### src/rtl/down_timer.sv
// down_timer: loadable down-counting timer with one-shot / periodic modes
// and a fixed prescaler. Used as timeout, delay and tick source for FSMs.
module down_timer #(
  parameter int WIDTH    = 8,
  parameter int PRESCALE = 0
) (
  input  logic             clk,
  input  logic             clr,
  input  logic             load,
  input  logic [WIDTH-1:0] load_value,
  input  logic             periodic,
  input  logic             en,
  output logic [WIDTH-1:0] count,
  output logic             busy,
  output logic             tc,
  output logic             zero
);

  localparam logic [0:0] IDLE = 1'b0;
  localparam logic [0:0] RUN  = 1'b1;

  // Prescaler compare value; the prescaler counter is fixed at 8 bits.
  localparam logic [7:0] PRE_MAX = 8'(PRESCALE);

  localparam logic [WIDTH-1:0] ONE = WIDTH'(1);

  logic [0:0]       state;
  logic [WIDTH-1:0] reload;
  logic             mode;
  logic [7:0]       pre;
  logic             tick;

  // A decrement opportunity occurs once the prescaler reaches its limit.
  assign tick = (pre == PRE_MAX);

  // Status decodes straight from the registers.
  assign busy = (state == RUN);
  assign zero = (count == '0);

  // Timer state: clear beats load, load beats counting; tc is a one-cycle pulse.
  always_ff @(posedge clk) begin
    tc <= 1'b0;
    if (clr) begin
      state  <= IDLE;
      count  <= '0;
      reload <= '0;
      mode   <= 1'b0;
      pre    <= '0;
    end else if (load) begin
      // Load restarts from any state; a zero value parks the timer silently.
      count  <= load_value;
      reload <= load_value;
      mode   <= periodic;
      pre    <= '0;
      state  <= (load_value != '0) ? RUN : IDLE;
    end else if (state == RUN && en) begin
      if (tick) begin
        pre <= '0;
        if (count > ONE) begin
          count <= count - ONE;
        end else if (count == ONE) begin
          tc <= 1'b1;
          if (mode) begin
            // Periodic: jump straight back to the reload value, never showing 0.
            count <= reload;
          end else begin
            count <= '0;
            state <= IDLE;
          end
        end else begin
          // Unreachable in normal operation; never wrap below zero.
          state <= IDLE;
        end
      end else begin
        pre <= pre + 8'd1;
      end
    end
  end

endmodule

### config.mk
export PLATFORM = sky130hd
export DESIGN_NAME = down_timer
export DESIGN_NICKNAME = d
export VERILOG_FILES = /design/src/rtl/down_timer.sv
export SDC_FILE = /design/constraint.sdc
export NUM_CORES = 1
export LEC_CHECK = 0
export CAP_MARGIN = 10
export CORE_MARGIN = 1.5
export CORE_UTILIZATION = 48
export DETAILED_ROUTE_END_ITERATION = 8
export PLACE_DENSITY = 0.81
export SETUP_SLACK_MARGIN = 0.2
export SLEW_MARGIN = 20
export SYNTH_ARGS = -nofsm -noshare
export SYNTH_HDL_FRONTEND = slang
export SYNTH_SLANG_ARGS = --single-unit
### constraint.sdc
create_clock -name clk -period 2.9 [get_ports clk]
set_input_delay 0.725 -clock clk [delete_from_list [all_inputs] [get_ports clk]]
set_output_delay 0.725 -clock clk [all_outputs]
set_load 0.1 [all_outputs]
==> metrics.yaml <==
drtAntennaViolNets: 0
max_cap_violations: 0
grt.total_usage_pct: 22.4
drt_iter0_drc: 96
synth_warnings: 0
syn_nets: 193
core_um2: 2830
dp_cells: 225
period_share_pct: 80.8
synthCells: 175
die_x_um: 58.3
power_leakage_uw: 0.000683
ys.flop_type: "dfxtp_1"
clock_path_buffers: 2
synth_cell_types: 49
dieArea_um2: 3400
setup_ws_ns: 0.557
slew_viol_final: 0
hpwl_um: 2650
synth.avg_cell_area_um2: 8.39
finalWirelength_um: 3520
die_h_um: 58.3
post_dp_cell_area_um2: 1710
grt_pass1_vias: 1310
hold_violations: 0
drive_gt1_share_pct: 14.6
ctsHoldBuffers: 0
synth_xor_area_share_pct: 4.77
portBuffers: 23
ir_drop_mv: 0.292
routed_via_density: 6.06
fin_cells: 229
crit_chain: "clkdlybuf4s50_1 > and2_1 > nand3_1 > a31oi_1 > buf_4 > nand2_1 > a311oi_1"
cts_buffers: 3
cts-root-buf: "clkbuf_4"
ioPinCount: 24
grt-ovfl-total: 0
antenna_cells: 0
fin_hold_ws_ns: 0.469
synth_area_um2: 1470
grt_max_degree: 21
clock-skew-final_ns: 0.0116
endpoint_kind: "register"
arrival_ns: 2.56
drc_errors: 1
synth_adder_area_share_pct: 4.26
synth_edf_count: 0
clock-sinks: 27
rsz0062_at_grt: "false"
fmax_mhz: 427
yosys.area_share.simple_pct: 28.0
pre_cts_slack_ns: 0.221
initial_core_util_pct: 51.9
cts_max_level: 1
synth.area.mux_share_pct: 3.41
gp_congestion: 0.908
tns_ns: 0
ys_seq_area_share_pct: 36.8
status: "complete, but fails checks"
synth_area_leaders: "dfxtp_1 37%, nor2_1 5.4%, ha_1 4.3%"
hp-class: "register to register"
cts_tree: "done"
antenna_found_initial: 0
yosysTopAreaCell: "dfxtp_1"
area_delta_synth_final_pct: 18.2
synth-compound-area-share_pct: 16.9
synth_top_family_by_area: "simple AND/OR/NAND/NOR gates"
ys_ff_latch: 27
worstSetupPathType: "input pin to register"
seqCellArea_um2: 541
post-synth-top-area-fraction_pct: 36.8
nNetsFinal: 217
setup_violations: 0
first_pass_iters: 6
worstSkewPairLatency_ns: 0.33
layout_common_cells: "27 x dfxtp_1, 21 x nor2_1, 16 x nand2_1, 16 x buf_4, 12 x clkdlybuf4s50_1"
cp_slowest_cell: "clkdlybuf4s50_1"
slowest_delay_ns: 0.45
cts_setup_buffers: 0
worstPathRequired_ns: 3.12
worst_setup_path_start_kind: "input pin"
multiInputGateArea_um2: 842
fillers: 261
grt_pass1_wl_um: 5960
clk_pin_slew_ns: 0.14
wire_per_inst_um: 15.4
vias: 1388
worst_pin_slew_ns: 0.680
postLayoutCellArea_um2: 1730
violations: "DRC"
synthArstFlopShare_pct: 0
relSlewSlack_pct: 54.4
layout_commonest_cell: "dfxtp_1"
cts_resized: 0
pwr_density_cell_nw_per_um2: 490
fp-row-count: 19
finalCriticalPeriod_ns: 2.34
worstPathMaxFanout: 8
-- routing by layer --
layer	vias up	global-route usage [%]	part of all wire, %
li1	686	-	-
met1	657	26.9	44
met2	39	41.4	51
met3	6	2.64	3.9
met4	0	6.98	1.3
met5	-	0	0
-- worst max-delay path: cells and delay by family --
kind,cells,cell delay (ns)
and+or+nand+nor,3,0.48
buffers and inverters,2,0.68
AOI/OAI and AO/OA,2,0.67
-- layout make-up --
class,count,share of cell area (%)
inverter,7,1.52
timing repair buffer,29,15.0
clock buffer,4,1.52
multi-input combinational,131,48.6
tap,31,2.24
sequential,27,31.2
-- metrics by stage --
stage          power (uW)  util [%]
6_report              849      61.3
5_1_grt               888      61.3
4_1_cts               851      61.3
3_5_place_dp          696      60.4
3_3_place_gp          688      60.4
2_1_floorplan         621         -
-- path summary, 6_finish.rpt --
kind / startpoint / endpoint / slack, ns / cells past startpoint
worst max-delay path: en / count[0]$_SDFFE_PP0P_ / 0.56 / 7
worst min-delay path: reload[7]$_SDFFE_PP0P_ / reload[7]$_SDFFE_PP0P_ / 0.47 / 2
worst max register to register: count[4]$_SDFFE_PP0P_ / count[1]$_SDFFE_PP0P_ / 0.67 / 5
worst min register to register: reload[7]$_SDFFE_PP0P_ / reload[7]$_SDFFE_PP0P_ / 0.47 / 2
-- cells in the mapped netlist, types with 2 or more instances --
| master | count |
|---|---|
| dfxtp_1 | 27 |
| nor2_1 | 21 |
| nand2_1 | 16 |
| a21oi_1 | 11 |
| nand3_1 | 11 |
| inv_1 | 7 |
| xor2_1 | 6 |
| ha_1 | 5 |
| mux2i_1 | 5 |
| nor3_1 | 4 |
| nor4_1 | 4 |
| o21ai_0 | 4 |
| a31oi_1 | 3 |
| and3_1 | 3 |
| buf_4 | 3 |
| a311oi_1 | 2 |
| buf_2 | 2 |
| clkbuf_1 | 2 |
| nand4_1 | 2 |
| nor2b_1 | 2 |
| o211a_1 | 2 |
| o221ai_1 | 2 |
| o22ai_1 | 2 |
| o32ai_1 | 2 |
| or4b_2 | 2 |
| xnor2_1 | 2 |
-- logic make-up after synthesis --
kind of cell / Yosys count
DFF: 27
and+or+nand+nor: 77
xor gates and xnor gates: 8
muxes: 5
AOI/OAI and AO/OA: 36
buffers and inverters: 17
adders and majority gates: 5
-- sequential cells by signal, summed over array words and instances, names as in the netlist --
name    flops
pre         8
reload      8
busy        1
tc          1
count       8
mode        1
-- where the power goes --
group / switching, uW / internal (uW) / total, uW
registers: 25.3 / 388 / 414
clock network: 106 / 53.9 / 160
logic: 180 / 95.4 / 276
total: 312 / 538 / 849
No activity file was read; power rests on OpenSTA's default activity.
